$ cat config.mk
export PLATFORM = sky130hd
export DESIGN_NAME = tl_a_d_arbiter_flat
export DESIGN_NICKNAME = d
export VERILOG_FILES = /design/src/rtl/tl_a_d_arbiter_pkg.sv /design/src/rtl/tl_a_d_arbiter_if.sv /design/src/rtl/tl_a_d_arbiter_rr_arbiter.sv /design/src/rtl/tl_a_d_arbiter.sv /design/src/flat_wrapper.sv
export SDC_FILE = /design/constraint.sdc
export NUM_CORES = 1
export LEC_CHECK = 0
export ABC_CLOCK_PERIOD_IN_PS = 7130
export CAP_MARGIN = 10
export CORE_AREA = 2 2 303 305
export DETAILED_ROUTE_END_ITERATION = 8
export DIE_AREA = 0 0 305 307
export GPL_TIMING_DRIVEN = 1
export MAX_ROUTING_LAYER = met4
export PLACE_DENSITY_LB_ADDON = 0.05
export SLEW_MARGIN = 30
export SYNTH_ARGS = -nofsm -noshare
export SYNTH_HDL_FRONTEND = slang
export SYNTH_SLANG_ARGS = --single-unit
export TNS_END_PERCENT = 10
$ cat constraint.sdc
create_clock -name clock -period 7.13 [get_ports clock]
set_input_delay 1.426 -clock clock [delete_from_list [all_inputs] [get_ports clock]]
set_output_delay 1.426 -clock clock [all_outputs]
set_load 0.01 [all_outputs]
$ cat src/rtl/tl_a_d_arbiter_pkg.sv
// Shared TileLink-UH constants and helpers for the A/D-channel arbiter.
package tl_arb_pkg;

  localparam logic [2:0] PUT_FULL_DATA    = 3'd0;
  localparam logic [2:0] PUT_PARTIAL_DATA = 3'd1;
  localparam logic [2:0] GET              = 3'd4;
  localparam logic [2:0] ACCESS_ACK       = 3'd0;
  localparam logic [2:0] ACCESS_ACK_DATA  = 3'd1;

  localparam logic [0:0] IDLE  = 1'b0;
  localparam logic [0:0] BURST = 1'b1;

  localparam int unsigned BEAT_W = 16;

  // Puts larger than one bus word span several A beats; everything else is one beat.
  function automatic logic [BEAT_W-1:0] beats_from_size(input logic [2:0] opcode,
                                                        input logic [3:0] size,
                                                        input int unsigned lg_bus);
    logic is_put;
    is_put = (opcode == PUT_FULL_DATA) || (opcode == PUT_PARTIAL_DATA);
    if (is_put && (32'(size) > lg_bus))
      beats_from_size = BEAT_W'(1) << (32'(size) - lg_bus);
    else
      beats_from_size = BEAT_W'(1);
  endfunction

endpackage

$ cat src/rtl/tl_a_d_arbiter_if.sv
// TileLink-UH A+D link; LANES>1 gives a flattened multi-requester bundle with broadcast D fields.
interface tl_a_d_arbiter_if #(
  parameter int unsigned LANES     = 1,
  parameter int unsigned SRC_W     = 2,
  parameter int unsigned BUS_SIZE  = 8,
  parameter int unsigned ADR_WIDTH = 32
);
  logic [LANES-1:0]            a_valid;
  logic [LANES-1:0]            a_ready;
  logic [3*LANES-1:0]          a_opcode;
  logic [3*LANES-1:0]          a_param;
  logic [4*LANES-1:0]          a_size;
  logic [SRC_W*LANES-1:0]      a_source;
  logic [ADR_WIDTH*LANES-1:0]  a_address;
  logic [BUS_SIZE*LANES-1:0]   a_mask;
  logic [8*BUS_SIZE*LANES-1:0] a_data;

  logic [LANES-1:0]            d_valid;
  logic [LANES-1:0]            d_ready;
  logic [2:0]                  d_opcode;
  logic [1:0]                  d_param;
  logic [3:0]                  d_size;
  logic [1:0]                  d_sink;
  logic                        d_denied;
  logic [8*BUS_SIZE-1:0]       d_data;
  logic                        d_corrupt;
  logic [SRC_W-1:0]            d_source;

  modport master (
    output a_valid, a_opcode, a_param, a_size, a_source, a_address, a_mask, a_data,
    input  a_ready,
    input  d_valid, d_opcode, d_param, d_size, d_sink, d_denied, d_data, d_corrupt, d_source,
    output d_ready
  );

  modport slave (
    input  a_valid, a_opcode, a_param, a_size, a_source, a_address, a_mask, a_data,
    output a_ready,
    output d_valid, d_opcode, d_param, d_size, d_sink, d_denied, d_data, d_corrupt, d_source,
    input  d_ready
  );
endinterface

$ cat src/rtl/tl_a_d_arbiter_rr_arbiter.sv
// Round-robin picker: first request at or after rr_ptr, or the locked index when lock is set.
module rr_arbiter #(
  parameter int unsigned NUM_REQ = 4
) (
  input  logic [NUM_REQ-1:0]         req,
  input  logic [$clog2(NUM_REQ)-1:0] rr_ptr,
  input  logic                       lock,
  input  logic [$clog2(NUM_REQ)-1:0] lock_idx,
  output logic [NUM_REQ-1:0]         grant,
  output logic [$clog2(NUM_REQ)-1:0] grant_idx,
  output logic                       grant_vld
);
  localparam int unsigned IDX_W = $clog2(NUM_REQ);

  int unsigned j;

  always_comb begin
    grant_idx = lock ? lock_idx : rr_ptr;
    grant_vld = 1'b0;
    j         = 0;
    if (lock) begin
      grant_vld = req[lock_idx];
    end else begin
      for (int unsigned i = 0; i < NUM_REQ; i++) begin
        j = (32'(rr_ptr) + i) % NUM_REQ;
        if (!grant_vld && req[j]) begin
          grant_vld = 1'b1;
          grant_idx = IDX_W'(j);
        end
      end
    end
    grant = NUM_REQ'(1) << grant_idx;
  end
endmodule

$ cat src/rtl/tl_a_d_arbiter.sv
// Shares one TileLink-UH A/D master port among NUM_REQ requesters; A is round-robin with
// burst lock, D is routed back by the requester index carried in the upper source bits.
module tl_a_d_arbiter
  import tl_arb_pkg::*;
#(
  parameter int unsigned NUM_REQ   = 4,
  parameter int unsigned SRC_SIZE  = 2,
  parameter int unsigned BUS_SIZE  = 8,
  parameter int unsigned ADR_WIDTH = 32
) (
  input  logic                       clock,
  input  logic                       reset,
  tl_a_d_arbiter_if.slave            up,
  tl_a_d_arbiter_if.master           dn,
  output logic [$clog2(NUM_REQ)-1:0] grant_idx,
  output logic                       err_unroutable
);
  localparam int unsigned IDX_W  = $clog2(NUM_REQ);
  localparam int unsigned LG_BUS = $clog2(BUS_SIZE);
  localparam int unsigned DW     = 8 * BUS_SIZE;

  logic [0:0]         state, state_nxt;
  logic [IDX_W-1:0]   rr_ptr, rr_ptr_nxt, lock_idx, lock_idx_nxt, grant_idx_nxt;
  logic [IDX_W-1:0]   win_idx, ptr_after, d_idx;
  logic               locked, locked_nxt, win_vld, fire, d_routable, err_nxt;
  logic [BEAT_W-1:0]  beat_cnt, beat_cnt_nxt, beats;
  logic [NUM_REQ-1:0] win_oh, d_oh;
  logic [31:0]        sel;

  rr_arbiter #(.NUM_REQ(NUM_REQ)) u_rr (
    .req       (up.a_valid),
    .rr_ptr    (rr_ptr),
    .lock      (locked || (state == BURST)),
    .lock_idx  (lock_idx),
    .grant     (win_oh),
    .grant_idx (win_idx),
    .grant_vld (win_vld)
  );

  // A path: zero-latency mux of the granted requester
  assign sel          = 32'(win_idx);
  assign dn.a_valid   = win_vld && !reset;
  assign dn.a_opcode  = up.a_opcode[3*sel +: 3];
  assign dn.a_param   = up.a_param[3*sel +: 3];
  assign dn.a_size    = up.a_size[4*sel +: 4];
  assign dn.a_source  = {win_idx, up.a_source[SRC_SIZE*sel +: SRC_SIZE]};
  assign dn.a_address = up.a_address[ADR_WIDTH*sel +: ADR_WIDTH];
  assign dn.a_mask    = up.a_mask[BUS_SIZE*sel +: BUS_SIZE];
  assign dn.a_data    = up.a_data[DW*sel +: DW];
  assign up.a_ready   = (reset || !win_vld) ? '0 : (win_oh & {NUM_REQ{dn.a_ready}});

  assign fire      = dn.a_valid && dn.a_ready;
  assign beats     = beats_from_size(dn.a_opcode, dn.a_size, LG_BUS);
  assign ptr_after = (32'(win_idx) == NUM_REQ - 1) ? '0 : win_idx + IDX_W'(1);

  // D path: index in the top source bits selects the requester; out-of-range beats are sunk
  assign d_idx        = dn.d_source[IDX_W+SRC_SIZE-1:SRC_SIZE];
  assign d_routable   = 32'(d_idx) < NUM_REQ;
  assign d_oh         = NUM_REQ'(1) << d_idx;
  assign up.d_valid   = (d_routable && dn.d_valid) ? d_oh : '0;
  assign dn.d_ready   = d_routable ? |(up.d_ready & d_oh) : 1'b1;
  assign up.d_opcode  = dn.d_opcode;
  assign up.d_param   = dn.d_param;
  assign up.d_size    = dn.d_size;
  assign up.d_sink    = dn.d_sink;
  assign up.d_denied  = dn.d_denied;
  assign up.d_data    = dn.d_data;
  assign up.d_corrupt = dn.d_corrupt;
  assign up.d_source  = dn.d_source[SRC_SIZE-1:0];

  always_comb begin
    state_nxt     = state;
    rr_ptr_nxt    = rr_ptr;
    beat_cnt_nxt  = beat_cnt;
    locked_nxt    = locked;
    lock_idx_nxt  = lock_idx;
    grant_idx_nxt = dn.a_valid ? win_idx : grant_idx;
    err_nxt       = dn.d_valid && !d_routable;
    case (state)
      IDLE: begin
        if (fire) begin
          locked_nxt   = 1'b0;
          lock_idx_nxt = win_idx;
          if (beats > BEAT_W'(1)) begin
            state_nxt    = BURST;
            beat_cnt_nxt = beats - BEAT_W'(1);
          end else begin
            rr_ptr_nxt = ptr_after;
          end
        end else if (dn.a_valid) begin
          // stalled beat must keep its grant until it fires
          locked_nxt   = 1'b1;
          lock_idx_nxt = win_idx;
        end
      end
      BURST: begin
        if (fire) begin
          beat_cnt_nxt = beat_cnt - BEAT_W'(1);
          if (beat_cnt == BEAT_W'(1)) begin
            state_nxt  = IDLE;
            rr_ptr_nxt = ptr_after;
          end
        end
      end
      default: state_nxt = IDLE;
    endcase
  end

  always_ff @(posedge clock) begin
    if (reset) begin
      state          <= IDLE;
      rr_ptr         <= '0;
      beat_cnt       <= '0;
      locked         <= 1'b0;
      lock_idx       <= '0;
      grant_idx      <= '0;
      err_unroutable <= 1'b0;
    end else begin
      state          <= state_nxt;
      rr_ptr         <= rr_ptr_nxt;
      beat_cnt       <= beat_cnt_nxt;
      locked         <= locked_nxt;
      lock_idx       <= lock_idx_nxt;
      grant_idx      <= grant_idx_nxt;
      err_unroutable <= err_nxt;
    end
  end
endmodule

$ cat src/flat_wrapper.sv
// flat-port wrapper written by rule: the top's interface ports become plain ports
module tl_a_d_arbiter_flat import tl_arb_pkg::*;
#(
  parameter int unsigned NUM_REQ   = 4,
  parameter int unsigned SRC_SIZE  = 2,
  parameter int unsigned BUS_SIZE  = 8,
  parameter int unsigned ADR_WIDTH = 32
)
  (clock, reset, grant_idx, err_unroutable, up_a_valid, up_a_opcode, up_a_param, up_a_size, up_a_source, up_a_address, up_a_mask, up_a_data, up_a_ready, up_d_valid, up_d_opcode, up_d_param, up_d_size, up_d_sink, up_d_denied, up_d_data, up_d_corrupt, up_d_source, up_d_ready, dn_a_valid, dn_a_opcode, dn_a_param, dn_a_size, dn_a_source, dn_a_address, dn_a_mask, dn_a_data, dn_a_ready, dn_d_valid, dn_d_opcode, dn_d_param, dn_d_size, dn_d_sink, dn_d_denied, dn_d_data, dn_d_corrupt, dn_d_source, dn_d_ready);
  tl_a_d_arbiter_if #(.LANES((4)), .SRC_W((2)), .BUS_SIZE(BUS_SIZE), .ADR_WIDTH(ADR_WIDTH)) up_i ();
  tl_a_d_arbiter_if #(.LANES(1), .SRC_W((2)+(2)), .BUS_SIZE(BUS_SIZE), .ADR_WIDTH(ADR_WIDTH)) dn_i ();
  input  logic clock;
  input  logic reset;
  output logic [$clog2(NUM_REQ)-1:0] grant_idx;
  output logic err_unroutable;
  input wire logic [$bits(up_i.a_valid)-1:0] up_a_valid;
  input wire logic [$bits(up_i.a_opcode)-1:0] up_a_opcode;
  input wire logic [$bits(up_i.a_param)-1:0] up_a_param;
  input wire logic [$bits(up_i.a_size)-1:0] up_a_size;
  input wire logic [$bits(up_i.a_source)-1:0] up_a_source;
  input wire logic [$bits(up_i.a_address)-1:0] up_a_address;
  input wire logic [$bits(up_i.a_mask)-1:0] up_a_mask;
  input wire logic [$bits(up_i.a_data)-1:0] up_a_data;
  output wire logic [$bits(up_i.a_ready)-1:0] up_a_ready;
  output wire logic [$bits(up_i.d_valid)-1:0] up_d_valid;
  output wire logic [$bits(up_i.d_opcode)-1:0] up_d_opcode;
  output wire logic [$bits(up_i.d_param)-1:0] up_d_param;
  output wire logic [$bits(up_i.d_size)-1:0] up_d_size;
  output wire logic [$bits(up_i.d_sink)-1:0] up_d_sink;
  output wire logic [$bits(up_i.d_denied)-1:0] up_d_denied;
  output wire logic [$bits(up_i.d_data)-1:0] up_d_data;
  output wire logic [$bits(up_i.d_corrupt)-1:0] up_d_corrupt;
  output wire logic [$bits(up_i.d_source)-1:0] up_d_source;
  input wire logic [$bits(up_i.d_ready)-1:0] up_d_ready;
  output wire logic [$bits(dn_i.a_valid)-1:0] dn_a_valid;
  output wire logic [$bits(dn_i.a_opcode)-1:0] dn_a_opcode;
  output wire logic [$bits(dn_i.a_param)-1:0] dn_a_param;
  output wire logic [$bits(dn_i.a_size)-1:0] dn_a_size;
  output wire logic [$bits(dn_i.a_source)-1:0] dn_a_source;
  output wire logic [$bits(dn_i.a_address)-1:0] dn_a_address;
  output wire logic [$bits(dn_i.a_mask)-1:0] dn_a_mask;
  output wire logic [$bits(dn_i.a_data)-1:0] dn_a_data;
  input wire logic [$bits(dn_i.a_ready)-1:0] dn_a_ready;
  input wire logic [$bits(dn_i.d_valid)-1:0] dn_d_valid;
  input wire logic [$bits(dn_i.d_opcode)-1:0] dn_d_opcode;
  input wire logic [$bits(dn_i.d_param)-1:0] dn_d_param;
  input wire logic [$bits(dn_i.d_size)-1:0] dn_d_size;
  input wire logic [$bits(dn_i.d_sink)-1:0] dn_d_sink;
  input wire logic [$bits(dn_i.d_denied)-1:0] dn_d_denied;
  input wire logic [$bits(dn_i.d_data)-1:0] dn_d_data;
  input wire logic [$bits(dn_i.d_corrupt)-1:0] dn_d_corrupt;
  input wire logic [$bits(dn_i.d_source)-1:0] dn_d_source;
  output wire logic [$bits(dn_i.d_ready)-1:0] dn_d_ready;
  assign up_i.a_valid = up_a_valid;
  assign up_i.a_opcode = up_a_opcode;
  assign up_i.a_param = up_a_param;
  assign up_i.a_size = up_a_size;
  assign up_i.a_source = up_a_source;
  assign up_i.a_address = up_a_address;
  assign up_i.a_mask = up_a_mask;
  assign up_i.a_data = up_a_data;
  assign up_a_ready = up_i.a_ready;
  assign up_d_valid = up_i.d_valid;
  assign up_d_opcode = up_i.d_opcode;
  assign up_d_param = up_i.d_param;
  assign up_d_size = up_i.d_size;
  assign up_d_sink = up_i.d_sink;
  assign up_d_denied = up_i.d_denied;
  assign up_d_data = up_i.d_data;
  assign up_d_corrupt = up_i.d_corrupt;
  assign up_d_source = up_i.d_source;
  assign up_i.d_ready = up_d_ready;
  assign dn_a_valid = dn_i.a_valid;
  assign dn_a_opcode = dn_i.a_opcode;
  assign dn_a_param = dn_i.a_param;
  assign dn_a_size = dn_i.a_size;
  assign dn_a_source = dn_i.a_source;
  assign dn_a_address = dn_i.a_address;
  assign dn_a_mask = dn_i.a_mask;
  assign dn_a_data = dn_i.a_data;
  assign dn_i.a_ready = dn_a_ready;
  assign dn_i.d_valid = dn_d_valid;
  assign dn_i.d_opcode = dn_d_opcode;
  assign dn_i.d_param = dn_d_param;
  assign dn_i.d_size = dn_d_size;
  assign dn_i.d_sink = dn_d_sink;
  assign dn_i.d_denied = dn_d_denied;
  assign dn_i.d_data = dn_d_data;
  assign dn_i.d_corrupt = dn_d_corrupt;
  assign dn_i.d_source = dn_d_source;
  assign dn_d_ready = dn_i.d_ready;
  tl_a_d_arbiter #(.NUM_REQ(NUM_REQ), .SRC_SIZE(SRC_SIZE), .BUS_SIZE(BUS_SIZE), .ADR_WIDTH(ADR_WIDTH)) u_core (.clock(clock), .reset(reset), .up(up_i), .dn(dn_i), .grant_idx(grant_idx), .err_unroutable(err_unroutable));
endmodule
Word level (Yosys, flattened, before mapping)
Cells that the tools add are included.
Widths: inputs -> output; s select.
Storage, ports and cells
  memory bits (read-only): 0
  latch bits: 0
  memories: 0
  bits of input ports: 557
  output and inout bits: 210
  bits in writable memories: 0
  word-level logic and storage cells: 108
  bits in registers: 24
Operators by class
  add/subtract/negate cells: 7
  reduce and logical (&&, ||, !) cells: 20
  divide/modulo/power cells: 0
  equal/unequal tests: 8
  multiply operators: 1
  magnitude comparators: 7
  shift-type cells: 10
  muxes and demuxes: 46
  bitwise gates (word level): 3
Operators with widths (count)
  $shiftx 256x9->64: 1
  $shiftx 128x8->32: 1
  $mux 16: 4
  $shiftx 12x33->3: 1
  $pmux 16 s2: 1
  $shiftx 32x6->8: 1
  $shl 1x32->16 const A: 1
  $sub 16x1->16 const B: 2
  $mux 2: 13
  $mux 1: 19
  $eq 16x1->1 const B: 1
  $gt 16x1->1 const B: 1
  $shiftx 16x5->4: 1
  $lt 2x3->1 const B: 5
  $shiftx 12x5->3: 1
  $bmux 1 s2: 5
  $and 4x4->4: 2
  $mux 4: 2
  $shiftx 8x4->2: 1
  $shl 1x2->4 const A: 2
  $logic_and 1x1->1: 6
  $ne 2x2->1 const B: 3
  $logic_not 1->1: 5
  $sub 4x2->5 const B: 1
  17 further kinds: 22

Longest topological paths before layout
  depth after elaboration: 26
  mapped depth: 24
  depth with buffers taken out: 20

Cells and area by module
Synthesis repeated with hierarchy kept, for this count alone.
Unflattened totals
  cell total of the unflattened synthesis: 522
  area total of the unflattened synthesis: 5494.0 µm²
By module, submodules not included
  tl_a_d_arbiter: cells an instance 490, times used 1, area each 5281.3 µm², seq. area each 480.5 µm²
  rr_arbiter: cells an instance 32, times used 1, area each 212.7 µm², seq. area each 0.0 µm²

Least setup slack after synthesis
No wires, ideal clock.
  kind: in2reg
  start point: input up_a_valid[0]
  end point: register u_core.beat_cnt[3]
  arrival time: 6.051 ns
  path buffers: 5
  library setup time: 0.117 ns
  slack: 0.962 ns
  stages: 22
  required time: 7.013 ns
  cell sequence: nor3b_1 > nor3_1 > a2111oi_4 > nor2_1 > inv_1 > clkbuf_1 > clkbuf_1 > nand2_1 > and3_1 > a31oi_1 > ha_1 > clkbuf_1 > xnor2_1 > or2_1 > or3_1 > ha_1 > clkbuf_1 > o21a_2 > a31oi_4 > buf_6 > o21ai_1 > a32o_1
On the way
  elaborated cells between the ends (all ways): 51
  those cells by class: add/sub (2); mul (1); order compare (2); eq/ne (4); shift (3); mux (27); reduce/logical (12)
RTL lines
  from (decl): line flat_wrapper.sv:16  | input wire logic [$bits(up_i.a_valid)-1:0] up_a_valid;
  $bmux 1 s2: line tl_a_d_arbiter_rr_arbiter.sv:26  | if (!grant_vld && req[j]) begin
  $mux 1 (implied by the code): line tl_a_d_arbiter_rr_arbiter.sv:26
  $mux 1: line tl_a_d_arbiter_rr_arbiter.sv:26
  $mux 1: line tl_a_d_arbiter_rr_arbiter.sv:21  | if (lock) begin
  $logic_not 1->1: line tl_a_d_arbiter_rr_arbiter.sv:26
  $logic_and 1x1->1: line tl_a_d_arbiter_rr_arbiter.sv:26
  $mux 1: line tl_a_d_arbiter_rr_arbiter.sv:26
  $mux 1: line tl_a_d_arbiter_rr_arbiter.sv:21
  (+9 left out)
  via dn_a_size[1]: line flat_wrapper.sv:38  | output wire logic [$bits(dn_i.a_size)-1:0] dn_a_size;
  $sub 4x2->5 or $gt 4x2->1 (tied branches): line tl_a_d_arbiter_pkg.sv:22, tl_a_d_arbiter_pkg.sv:21
  $shl 1x32->16 or $logic_and 1x1->1 (tied branches): line tl_a_d_arbiter_pkg.sv:22, tl_a_d_arbiter_pkg.sv:21
  $mux 16 (*): line tl_a_d_arbiter_pkg.sv:21  | if (is_put && (32'(size) > lg_bus))
  $sub 16x1->16: line tl_a_d_arbiter.sv:86  | beat_cnt_nxt = beats - BEAT_W'(1);
  $mux 16: line tl_a_d_arbiter.sv:84  | if (beats > BEAT_W'(1)) begin
  $mux 16: line tl_a_d_arbiter.sv:81  | if (fire) begin
  $pmux 16 s2: line tl_a_d_arbiter.sv:79  | case (state)
  to (signal assigned): line tl_a_d_arbiter.sv:121  | beat_cnt <= beat_cnt_nxt;
  to (decl): line tl_a_d_arbiter.sv:26  | logic [BEAT_W-1:0] beat_cnt, beat_cnt_nxt, beats;
Mark *: on every way through the listed nets, which the timed path passes. The rest lies on a longest branch. The select of a mux whose other input is x is not followed.
A chain may end at the register's enable or synchronous reset.

Final worst setup path
  start point: input up_a_valid[2]
  end point: output dn_a_data[20]
On the way
  cells in the longest elaborated chain, start to end: 17
  elaborated cells between the ends (all ways): 26
  those cells by class: shift (1); mux (19); reduce/logical (6)
RTL lines
  $bmux 1 s2: line tl_a_d_arbiter_rr_arbiter.sv:26
  $mux 1 (implied by the code): line tl_a_d_arbiter_rr_arbiter.sv:26
  $mux 1: line tl_a_d_arbiter_rr_arbiter.sv:26
  $mux 1: line tl_a_d_arbiter_rr_arbiter.sv:21
  $logic_not 1->1: line tl_a_d_arbiter_rr_arbiter.sv:26
  $logic_and 1x1->1: line tl_a_d_arbiter_rr_arbiter.sv:26
  $mux 1: line tl_a_d_arbiter_rr_arbiter.sv:26
  $mux 1: line tl_a_d_arbiter_rr_arbiter.sv:21
  $logic_not 1->1: line tl_a_d_arbiter_rr_arbiter.sv:26
  $logic_and 1x1->1: line tl_a_d_arbiter_rr_arbiter.sv:26
  $mux 1: line tl_a_d_arbiter_rr_arbiter.sv:26
  $mux 1: line tl_a_d_arbiter_rr_arbiter.sv:21
  $logic_not 1->1: line tl_a_d_arbiter_rr_arbiter.sv:26
  $logic_and 1x1->1: line tl_a_d_arbiter_rr_arbiter.sv:26
  $mux 2 (*): line tl_a_d_arbiter_rr_arbiter.sv:26
  $mux 2 (*): line tl_a_d_arbiter_rr_arbiter.sv:21
  $shiftx 256x9->64 (*): line tl_a_d_arbiter.sv:49  | assign dn.a_data = up.a_data[DW*sel +: DW];
  to (decl): line flat_wrapper.sv:42  | output wire logic [$bits(dn_i.a_data)-1:0] dn_a_data;
Every way passes the cells marked *; elsewhere a longest branch is shown, timed or not. The select of a mux whose other input is x is not followed.

==> metrics <==
status finished clean; #FFs+latches synth 24; WL final 63.8 mm; area grow syn2layout 109%; start point of the critical path up_a_valid[2]; Longest Clk Path Bufs 2; Final setup viols 0; final hold vios 0; PwrDens 428 nW/um2; Setup crit start kind input port; fmax 157 MHz; ys async rst share 0; Reg-to-Reg End u_core.beat_cnt[3]; Antenna Violating Nets Remaining 0; Via Count 10000; CP Max Fanout 114; R2R setup slack 2250 ps; count of different cell masters after synthesis 67; initial core utilization 0.0709; TritonCTS sink count 24; gr usage total 0.133; CTS tree done; WL per Instance 22.4 um; Pre-Repair DR Iteration Count 4; Num CTS Buffers 3; Max Cap Viol 0; DIE WIDTH 305 um; Reg2Reg Depth 20; # fillers 10400; fin crit period 6370 ps; Critical Path RT 5700 ps; final setup margin 760 ps; clk_lat worst skew 280 ps; vias per cell 3.53; PostCTS Resize Cnt 0; Slew Viols, Final 0; largest net degree at the start of global routing 117; sequential element share of the synthesized area 0.0747; post-DP HPWL 51.8 mm; CP arrival 4940 ps; cell count after synthesis 1165; Mean Syn Cell Area 5.52 um2; Mapped Area 6430 um2; Root Driver clkbuf_16; DRC viols 0; # rows 111; vias in the first global route 10400; Peak VDD IR 0.311 mV; H-tree Lvls 1; postcts setup bufs 0; Critical Path Sink dn_a_data[20]; initial antenna violation count 42; unrepaired setup endpoints after global routing false; worst hold path type flip-flop to flip-flop; Rel. slew slack 0.455; drt initial violations 499; Die Ht 307 um; register area 480 um2; Main synth FF type dfxtp_1; Synth warnings 0; area of the multi-input gates 4930 um2; worst r2r src u_core.rr_ptr[0]; CP endpoint kind output port; Leak 5.06 nW; IO buf count 607; layout cell share with drive strength beyond 1 0.0277; most common cell after layout, fill and taps aside clkdlybuf4s50_1; first-pass GRT wire length 85.5 mm; Worst Tran Pin Value 818 ps; Core Footprint 90700 um2; Die ar. 93600 um2; register clock-pin slew on the reported worst setup and hold paths 80 ps; pre-CTS WS 717 ps; final RePlAce weighted congestion 0.786; commonest non-fill, non-tap cells in the layout 606 x clkdlybuf4s50_1, 489 x nand2_1, 122 x and3_1; Post-synth EDFFs 0; setup TNS 0 ps; Syn Nets 1731; hold buffers post-CTS 0; I/O pin count 767; Final period util 0.893; critical path class input port to output port; final net count 2190; clock skew 9.63 ps; Overflow after GRT 0
## worst max-delay path, stage by stage
cell	delay (ps)
clkdlybuf4s50_1	540
nor3b_1	380
nor3_1	180
a2111oi_4	490
nor2_4	140
inv_8	110
buf_12	350
nand2_1	180
and3_1	220
a31oi_1	160
clkdlybuf4s50_1	560
## how the worst min path moves through the flow
| stage | from | endpoint | slack [ps] | cells past startpoint |
|---|---|---|---|---|
| 2_1_floorplan | u_core.beat_cnt[12] | u_core.beat_cnt[12] | 470 | 1 |
| 4_1_cts | u_core.grant_idx[0] | u_core.grant_idx[0] | 470 | 2 |
| 3_3_place_gp | u_core.grant_idx[0] | u_core.grant_idx[0] | 450 | 2 |
| 6_report | u_core.grant_idx[0] | u_core.grant_idx[0] | 470 | 2 |
| 3_5_place_dp | u_core.grant_idx[0] | u_core.grant_idx[0] | 450 | 2 |
| 5_1_grt | u_core.grant_idx[0] | u_core.grant_idx[0] | 480 | 2 |
## cells by family after synthesis
kind of cell    synth area share
compound gates             0.231
xor+xnor                 0.00544
fa+ha+maj                 0.0175
buf+inv                    0.161
flops                     0.0747
mux                       0.0220
other cells             0.000583
simple gates               0.488
## report_power, final
group,internal (mW),leakage (nW),switching [mW]
clock network,0.112,0.0514,0.0624
logic,2.28,4.81,3.07
registers,0.178,0.195,0.0553
total,2.58,5.06,3.19
## registers in the layout, summed over array words and instances (netlist names)
name              count
u_core.beat_cnt      16
u_core.grant_idx      2
u_core.lock_idx       2
u_core.locked         1
u_core.rr_ptr         2
u_core.state          1
## layout make-up
cell class                      instances  share of cell area
Multi-Input combinational cell        953               0.366
Inverter                               17             0.00548
Tap cell                             1186               0.110
Sequential cell                        24              0.0357
Antenna cell                           39             0.00725
Clock inverter                          1             0.00223
Clock buffer                            3             0.00557
Timing Repair Buffer                  625               0.468
## synth_stat cells, types with 4 or more instances
master | count | share of area
a21oi_1 | 13 | 0.010
a221oi_1 | 4 | 0.0054
a31oi_1 | 119 | 0.12
a32o_1 | 5 | 0.0078
a32oi_1 | 4 | 0.0054
and2_1 | 9 | 0.0088
and3_1 | 122 | 0.12
buf_1 | 9 | 0.0053
buf_4 | 82 | 0.096
clkbuf_1 | 76 | 0.044
dfxtp_1 | 24 | 0.075
ha_1 | 9 | 0.018
inv_1 | 15 | 0.0088
mux2i_1 | 7 | 0.011
nand2_1 | 489 | 0.29
nand2b_1 | 4 | 0.0039
nand3_1 | 17 | 0.013
nor2_1 | 28 | 0.016
nor3_1 | 20 | 0.016
nor4_1 | 6 | 0.0058
o211ai_1 | 5 | 0.0058
o21ai_0 | 22 | 0.017
xnor2_1 | 4 | 0.0054
## through the flow
step                cells   util  instance area (um2)  power [mW]  hold WS [ps]
floorplan            1165      -                 6430        2.87           470
global placement     2805  0.146                13300        5.87           455
detailed placement   2805  0.146                13300        5.75           455
CTS                  2809  0.147                13400        5.98           469
global route         2842  0.148                13500        6.32           477
finish               2848  0.148                13500        5.77           468
## routing by layer
layer | up-vias | global-route usage | routed length, um
li1 | 4914 | - | -
met1 | 4689 | 0.130 | 22800
met2 | 398 | 0.239 | 32900
met3 | 41 | 0.0713 | 7540
met4 | 0 | 0.0120 | 537
met5 | - | - | 0
Note: power is estimated with default switching activity, not from simulation.
